===== config.mk =====
export PLATFORM = sky130hd
export DESIGN_NAME = proc_ctrl_fsm
export DESIGN_NICKNAME = d
export VERILOG_FILES = /design/src/rtl/proc_pkg.sv /design/src/rtl/reg_sel_dec.sv /design/src/rtl/proc_ctrl_fsm.sv
export SDC_FILE = /design/constraint.sdc
export NUM_CORES = 1
export LEC_CHECK = 0
export ABC_AREA = 1
export CORE_ASPECT_RATIO = 1.1
export CORE_UTILIZATION = 40
export DETAILED_ROUTE_END_ITERATION = 7
export PLACE_DENSITY = 0.77
export SYNTH_ARGS = -nofsm -noshare
export SYNTH_HDL_FRONTEND = slang
export SYNTH_SLANG_ARGS = --single-unit

===== constraint.sdc =====
create_clock -name Clock -period 1.6 [get_ports Clock]
set_input_delay 0.24 -clock Clock [delete_from_list [all_inputs] [get_ports Clock]]
set_output_delay 0.24 -clock Clock [all_outputs]
set_load 0.05 [all_outputs]

===== src/rtl/proc_pkg.sv =====
// Shared definitions for the 9-bit processor control path: instruction
// format (III XXX YYY), opcode values and sequencer step encodings.
package proc_pkg;

  localparam int IR_W     = 9;
  localparam int NUM_REGS = 8;
  localparam int OP_W     = 3;
  localparam int RSEL_W   = 3;

  // Field positions inside the instruction word.
  localparam int OP_LSB = 6;
  localparam int X_LSB  = 3;
  localparam int Y_LSB  = 0;

  localparam logic [OP_W-1:0] OP_MV  = 3'b000;
  localparam logic [OP_W-1:0] OP_MVI = 3'b001;
  localparam logic [OP_W-1:0] OP_ADD = 3'b010;
  localparam logic [OP_W-1:0] OP_SUB = 3'b011;

  typedef enum logic [1:0] {
    T0 = 2'd0,
    T1 = 2'd1,
    T2 = 2'd2,
    T3 = 2'd3
  } state_e;

  typedef struct packed {
    logic [OP_W-1:0]   op;
    logic [RSEL_W-1:0] x;
    logic [RSEL_W-1:0] y;
  } instr_t;

endpackage


===== src/rtl/reg_sel_dec.sv =====
// 3-to-8 one-hot register select decoder with enable; all-zero when disabled.
module reg_sel_dec
  import proc_pkg::*;
(
  input  logic              en,
  input  logic [RSEL_W-1:0] sel,
  output logic [NUM_REGS-1:0] onehot
);

  always_comb begin
    // NOTE: default assignment first so no path through the block infers a latch.
    onehot = '0;
    if (en) onehot[sel] = 1'b1;
  end

endmodule


===== src/rtl/proc_ctrl_fsm.sv =====
// Control sequencer for the 9-bit processor: fetches an instruction on Run in T0,
// then steps T1..T3 driving bus-mux selects, register load enables and AddSub.
module proc_ctrl_fsm
  import proc_pkg::*;
#(
  parameter int DATA_W = 9,  // only the default is supported (III XXX YYY)
  parameter int NREG   = 8   // only the default is supported
) (
  input  logic              Clock,
  input  logic              Resetn,
  input  logic              Run,
  input  logic [DATA_W-1:0] DIN,
  output logic [NREG-1:0]   R_out,
  output logic              G_out,
  output logic              DIN_out,
  output logic [NREG-1:0]   R_in,
  output logic              A_in,
  output logic              G_in,
  output logic              AddSub,
  output logic              Done,
  output logic              Busy
);

  state_e            state, state_nxt;
  instr_t            ir;
  logic              rout_en, rin_en;
  logic [RSEL_W-1:0] rout_sel, rin_sel;

  // The reset clears IR as well, so a freshly reset part never decodes stale bits.
  always_ff @(posedge Clock or negedge Resetn) begin
    if (!Resetn) begin
      state <= T0;
      ir    <= '0;
    end else begin
      // NOTE: non-blocking assignments keep all state updates on the same edge.
      state <= state_nxt;
      if (state == T0 && Run) ir <= DIN;
    end
  end

  // Outputs depend on (state, ir) only; Run influences just the next step.
  always_comb begin
    state_nxt = state;
    rout_en   = 1'b0;
    rout_sel  = ir.y;
    rin_en    = 1'b0;
    rin_sel   = ir.x;
    G_out     = 1'b0;
    DIN_out   = 1'b0;
    A_in      = 1'b0;
    G_in      = 1'b0;
    AddSub    = 1'b0;
    Done      = 1'b0;
    Busy      = 1'b0;

    case (state)
      T0: begin
        if (Run) state_nxt = T1;
      end

      T1: begin
        Busy = 1'b1;
        case (ir.op)
          OP_MV: begin
            rout_en   = 1'b1;
            rin_en    = 1'b1;
            Done      = 1'b1;
            state_nxt = T0;
          end
          OP_MVI: begin
            DIN_out   = 1'b1;
            rin_en    = 1'b1;
            Done      = 1'b1;
            state_nxt = T0;
          end
          OP_ADD, OP_SUB: begin
            rout_en   = 1'b1;
            rout_sel  = ir.x;
            A_in      = 1'b1;
            state_nxt = T2;
          end
          default: begin
            // Reserved opcodes retire as a one-step NOP.
            Done      = 1'b1;
            state_nxt = T0;
          end
        endcase
      end

      T2: begin
        Busy      = 1'b1;
        rout_en   = 1'b1;
        G_in      = 1'b1;
        AddSub    = (ir.op == OP_SUB);
        state_nxt = T3;
      end

      T3: begin
        Busy      = 1'b1;
        G_out     = 1'b1;
        rin_en    = 1'b1;
        Done      = 1'b1;
        state_nxt = T0;
      end

      default: state_nxt = T0;
    endcase
  end

  reg_sel_dec u_rout_dec (
    .en     (rout_en),
    .sel    (rout_sel),
    .onehot (R_out)
  );

  reg_sel_dec u_rin_dec (
    .en     (rin_en),
    .sel    (rin_sel),
    .onehot (R_in)
  );

endmodule


==> results_dict.tcl, run 1 <==
set metrics [dict create \
    crit_endpoint "R_out[2]" \
    synth_top_family_by_area "simple AND/OR/NAND/NOR gates" \
    start_util_pct 43.3 \
    pin_count 35 \
    clock-sinks 11 \
    grt_start_max_net_pins 17 \
    error_message "[ERROR DPL-0038] Utilization greater than 100%, impossible to legalize" \
    synth_top_area_share_pct 34.9 \
    avgSynthCellArea_um2 7.18 \
    syn-instance-count 110 \
    clock_path_buffers 2 \
    post_synth_mux_area_share_pct 1.43 \
    stop_stage "5_1_grt" \
    die_width_um 44.4 \
    yosys.area.top_type "dfrtp_1" \
    dp_slack_ns -0.162 \
    synth-seq-area-share_pct 34.9 \
    gp_congestion 0.822 \
    cts-root-buf "clkbuf_4" \
    endpoint_type "output port" \
    dp_hpwl_mm 2.02 \
    die_h_um 48.6 \
    synth_xor_area_share_pct 0 \
    synth_fa_ha_area_share_pct 7.92 \
    htree_levels 1 \
    synth-seq-cells 11 \
    yosysWarningCount 0 \
    syn_nets 127 \
    ys_types 22 \
    syn-cell-area_um2 790 \
    outcome "aborted with a tool error" \
    synth_compound_area_share_pct 10.9 \
    synth_simple_gate_area_share_pct 36.1 \
    cts-buffers-inserted 3 \
    rows 16 \
    ys_top_cells_by_area "dfrtp_1, nand2_1, nor2_1" \
    hold_buffers 0 \
    io_buffers 34 \
]
## per-stage QoR
stage / area (µm²) / std cells / util (%) / hold WS, ns
CTS: 1760 / 192 / 96.7 / 0.311
global placement: 1620 / 184 / 88.9 / 0.520
detailed placement: 1620 / 184 / 88.9 / 0.539
floorplan: 1020 / 110 / - / -0.0556
## cell families after synthesis
| logic type | Yosys count |
|---|---|
| adders and majority gates | 5 |
| AOI/OAI and AO/OA | 15 |
| DFF | 11 |
| muxes | 1 |
| and+or+nand+nor | 61 |
| buffers and inverters | 17 |
## cells in the mapped netlist
master,n
a21oi_2,1
a21oi_1,9
o21bai_1,1
nor2_4,1
o21ai_2,1
dfrtp_1,11
nor2_1,17
buf_4,1
nand2_1,25
nand4_1,2
buf_2,1
mux2_2,1
nor2_2,1
ha_1,5
inv_1,12
nand3_2,2
a31oi_1,1
nor3_1,9
nand3_1,3
inv_2,3
o21ai_0,2
nand3_4,1
## what timing repair did
item                                    CTS
setup buffers                             4
gates resized for setup                  21
pin swaps                                 6
endpoints found under the setup margin   22
==> run 2: changes to the inputs <==
- CORE_AREA: unset -> 2 2 63 65
- CORE_ASPECT_RATIO: 1.1 -> unset
- CORE_UTILIZATION: 40 -> unset
- DIE_AREA: unset -> 0 0 65 67
- PLACE_DENSITY: 0.77 -> unset
- PLACE_DENSITY_LB_ADDON: unset -> 0.15
==> results_dict.tcl, run 2 <==
set metrics [dict create \
    dp_hpwl_mm 1.96 \
    clock_path_buffers 2 \
    ir_drop_v 0.000629 \
    grt_pass1_wl_mm 3.48 \
    crit_chain "inv_2 -> ha_4 -> buf_4 -> nand4_1 -> nand2_2 -> nand3_4 -> nor2_4 -> buf_12" \
    n_antenna_cell 0 \
    setup_viol 20 \
    r2r_start "state[0]" \
    avgRoutedWirePerCell_um 10.7 \
    cts-root-buf "clkbuf_8" \
    grt_util_all_layers_pct 10.4 \
    rows 22 \
    worst_ep_arrival_time_ns 1.60 \
    die_h_um 67 \
    crit_path_start_kind "flip-flop" \
    r2r_cells 6 \
    firstDrtPassIters 2 \
    period_needed_ns 1.84 \
    crit_slowest_cell "dfrtp_1" \
    grt_start_max_net_pins 17 \
    violations "setup timing" \
    die_width_um 65 \
    syn_nets 127 \
    dieArea_um2 4360 \
    layout_commonest_cell "nand2_1" \
    pin_count 35 \
    ys_types 22 \
    cts_tree "built" \
    syn-cell-area_um2 790 \
    synth-seq-cells 11 \
    cts.clk_slew.worst_paths_ns 0.05 \
    layout.nets 180 \
    top_register "ir" \
    max_slew_margin_pct 68.3 \
    final_core_util_pct 50.0 \
    synth_edf_count 0 \
    path_class "flip-flop to output port" \
    fmax_mhz 542 \
    antenna_found_initial 0 \
    yosysMostFrequentCell "nand2_1" \
    ys_async_sr_fraction_pct 100 \
    fin_area_um2 1800 \
    grt_pass1_vias 803 \
    yosys.area.top_type "dfrtp_1" \
    drtIter0Drc 7 \
    worstMarginPinSlew_ns 0.473 \
    fin_worst_skew_ns 0.00129 \
    crit_required_ns 1.36 \
    drv_slew 0 \
    outcome "complete, but fails checks" \
    syn-instance-count 110 \
    wl_mm 2.24 \
    cpPeakStageDelay_ns 0.38 \
    ys_top_cells_by_area "dfrtp_1, nand2_1, nor2_1" \
    final_cell_mix "nand2_1, buf_12, buf_6" \
    hold_viol_final 0 \
    cellPowerDensity_nw_per_um2 2060 \
    start_util_pct 21.9 \
    gp_congestion 0.744 \
    hp-class "input pin to asynchronous set/reset pin" \
    placedInstanceArea_um2 1640 \
    reg2reg_to "ir[7]" \
    synthTopCellsByCount "nand2_1, nor2_1, inv_1" \
    crit_fanout 5 \
    post-route-drc-count 0 \
    io_buffers 34 \
    rsz0062_at_grt "true" \
    routed_via_density 4.20 \
    overflow 0 \
    clkLatencyLatePin_ns 0.23 \
    critPathCaptureType "output port" \
    synth_top_area_share_pct 34.9 \
    htree_levels 1 \
    vias 882 \
    yosysWarningCount 0 \
    coreArea_um2 3610 \
    synth_ff_type "dfrtp_1" \
    fin_ws_ns -0.245 \
    synth-seq-area-share_pct 34.9 \
    avgSynthCellArea_um2 7.18 \
    layout-drive-gt1-share_pct 53.1 \
    leakagePower_nw 0.766 \
    syn2layout_area_growth_pct 128 \
    clock-sinks 11 \
    cts-buffers-inserted 3 \
    drv_cap 0 \
    largest_reg_flops 6 \
    reg2reg_slack_ns 0.25 \
    period_share_pct 115 \
    hold_buffers 0 \
    finalSetupTns_ns -3.32 \
    ant_nets 0 \
]
==> run 2: cell counts after synthesis <==
Identical to the previous run, type by type.
==> run 2: worst max path at each step <==
stage,from,to,slack (ns),cells past startpoint
detailed placement,state[0],R_in[1],-0.14,5
CTS,flip-flop,R_out[7],-0.27,8
global placement,state[0],R_in[1],-0.12,5
floorplan,flip-flop,R_in[1],-0.18,7
finish,flip-flop,R_out[7],-0.24,8
global route,flip-flop,R_out[7],-0.32,9
==> run 2: critical path, delay by kind of cell (launching register included) <==
kind | cells | cell delay [ns]
AND/OR/NAND/NOR | 4 | 0.48
flip-flops | 1 | 0.38
buffers and inverters | 3 | 0.36
adder cells (fa/ha/maj) | 1 | 0.16
==> run 2: what timing repair did <==
| action | CTS | global route |
|---|---|---|
| pin swaps | 6 | 1 |
| hold endpoints to repair | 0 | 0 |
| buffers inserted | 1 | 2 |
| gates resized for setup | 13 | 11 |
| setup endpoints to repair | 21 | 21 |
==> run 2: logic make-up (layout without fill, tap and decap cells) <==
kind of cell | count (synthesis) | after routing | share of synthesized area (%)
adder cells (fa/ha/maj) | 5 | 5 | 7.92
AO/OA/AOI/OAI | 15 | 15 | 10.9
multiplexers | 1 | 1 | 1.43
buffers and inverters | 17 | 69 | 8.72
flip-flops | 11 | 11 | 34.9
AND/OR/NAND/NOR | 61 | 61 | 36.1
==> run 2: power breakdown <==
group / switching [W] / total [W] / internal [W]
combinational: 0.00169 / 0.00288 / 0.00119
sequential: 0.000146 / 0.000565 / 0.000418
clock: 0.0000905 / 0.000264 / 0.000174
total: 0.00192 / 0.00371 / 0.00178
==> run 2: per-stage QoR <==
step | hold WS [ns] | total power (W) | setup WS [ns] | std cells
6_report | 0.336 | 0.00371 | -0.245 | 210
4_1_cts | 0.356 | 0.00361 | -0.267 | 209
5_1_grt | 0.378 | 0.00394 | -0.316 | 210
3_5_place_dp | 0.535 | 0.00319 | -0.145 | 204
3_3_place_gp | 0.530 | 0.00315 | -0.116 | 204
2_1_floorplan | -0.0556 | 0.00225 | -0.176 | 110
==> run 2: cell type report <==
| cell class | count | area [µm²] |
|---|---|---|
| Inverter | 15 | 58.8 |
| Clock buffer | 4 | 45.0 |
| Tap cell | 48 | 60.1 |
| Sequential cell | 11 | 277 |
| Fill cell | 337 | 1800 |
| Timing Repair Buffer | 50 | 648 |
| Multi-Input combinational cell | 82 | 714 |
==> run 2: routing by layer <==
layer	part of all wire, %	global-route usage (%)
met4	2.9	4.26
met5	0	0
met3	4.1	1.35
met1	43	12.5
met2	50	18.7
(Power assumes the default switching activity.)
==> run 3: changes to the inputs <==
- CTS_CLUSTER_DIAMETER: unset -> 200
- clock period: 1.6 -> 2.26 ns (I/O delays scaled with it)
==> results_dict.tcl, run 3 (synthesis results as in run 2) <==
set metrics [dict create \
    top_register "ir" \
    cp_top_family "simple AND/OR/NAND/NOR gates" \
    drv_cap 0 \
    layout.nets 165 \
    crit_slowest_cell "dfrtp_1" \
    rows 22 \
    grt_util_all_layers_pct 11.1 \
    cts_tree "built" \
    htree_levels 1 \
    drtIter0Drc 6 \
    leakagePower_nw 0.653 \
    cellPowerDensity_nw_per_um2 1360 \
    placed_cells 191 \
    overflow 0 \
    worst-path-buf-inv 3 \
    max_slew_margin_pct 65.4 \
    period_needed_ns 2.11 \
    io_buffers 34 \
    dieArea_um2 4360 \
    r2r_start "state[0]" \
    dp_hpwl_mm 1.89 \
    seqCellArea_um2 275 \
    drv_slew 0 \
    clock-sinks 11 \
    gp_congestion 0.809 \
    firstDrtPassIters 6 \
    n_fill_cell 368 \
    crit_chain "inv_2 -> ha_4 -> inv_2 -> nor2_2 -> a21oi_2 -> nor3_1 -> buf_12" \
    finalHoldWorstSlack_ns 0.447 \
    pin_count 35 \
    layout_commonest_cell "nand2_1" \
    fin_area_um2 1500 \
    coreArea_um2 3610 \
    cts.clk_slew.worst_paths_ns 0.05 \
    multiInputGateArea_um2 526 \
    n_antenna_cell 0 \
    ir_drop_v 0.000449 \
    finalPower_w 0.00204 \
    cpMostUsedCell "inv_2" \
    critPathCaptureType "output port" \
    worst_ep_arrival_time_ns 1.77 \
    fmax_mhz 473 \
    ant_nets 0 \
    path_class "flip-flop to output port" \
    hold_viol_final 0 \
    grt_pass1_vias 855 \
    antenna_found_initial 0 \
    die_width_um 65 \
    placedInstanceArea_um2 1390 \
    period_share_pct 93.5 \
    wl_mm 2.23 \
    grt_pass1_wl_mm 3.72 \
    final_cell_mix "nand2_1, buf_12, clkdlybuf4s50_1" \
    final_cells 195 \
    crit_required_ns 1.92 \
    start_util_pct 21.9 \
    cpPeakStageDelay_ns 0.42 \
    largest_reg_flops 6 \
    crit_path_start_kind "flip-flop" \
    outcome "finished clean" \
    vias 837 \
    rsz0062_at_grt "false" \
    post-route-drc-count 0 \
    worstMarginPinSlew_ns 0.517 \
    cts-root-buf "clkbuf_8" \
    crit_fanout 8 \
    cts-buffers-inserted 3 \
    die_h_um 67 \
    setup_viol 0 \
    routed_via_density 4.29 \
    layout-drive-gt1-share_pct 32.7 \
    hp-class "input pin to asynchronous set/reset pin" \
    syn2layout_area_growth_pct 90.3 \
    clkLatencyLatePin_ns 0.24 \
    fin_worst_skew_ns 0.00193 \
    avgRoutedWirePerCell_um 11.4 \
    post_cts_buffers 0 \
    grt_start_max_net_pins 12 \
    clock_path_buffers 2 \
]
run 3: per-stage QoR:
step                      util, %  worst slack (ns)  TNS (ns)
after floorplan                 -            -0.189     -1.51
after global placement       38.6             0.266         0
after detailed placement     38.6             0.206         0
after CTS                    40.1            0.0247         0
after global routing         41.7            0.0323         0
final                        41.7             0.146         0
run 3: path summary, 6_finish.rpt:
path / endpoint / slack (ns) / cells past startpoint
min in group Clock: ir[0] / 0.53 / 2
max in group asynchronous: ir[2] / 1.47 / 1
hold reg to reg: ir[0] / 0.53 / 2
hold / removal: ir[6] / 0.45 / 1
setup / recovery: R_in[1] / 0.15 / 7
setup reg to reg: ir[6] / 0.71 / 4
run 3: final cells by class:
cell class              count  share of cell area [%]
flip-flops and latches     11                    18.3
multi-input cells          82                    35.0
inverters                  15                    3.75
well taps                  48                    4.00
repair buffers             35                    36.0
clock buffers               4                    3.00
run 3: repair_timing:
action / CTS / global route
cloned: 0 / 0
gates resized for setup: 2 / 12
hold buffers: 0 / 0
setup endpoints to repair: 16 / 15
run 3: per-layer routing:
layer  wire length, µm  vias to the layer above  global-route usage, %
li1                  -                      427                      -
met1               937                      379                   12.8
met5                 0                        -                      0
met3               158                        2                   3.38
met4                11                        0                   3.19
met2              1120                       29                   19.7
run 3: power by group:
part           total (W)  switching (W)  internal (W)  leakage [nW]
clock network   0.000195      0.0000718      0.000124        0.0228
registers       0.000413       0.000119      0.000294         0.122
logic            0.00143       0.000903      0.000527         0.508
total            0.00204        0.00109      0.000944         0.653
==> run 4: changes to the inputs <==
- GPL_ROUTABILITY_DRIVEN: unset -> 0
==> results of run 4 <==
The final DEF is identical to that of run 3; final timing and power are the same.
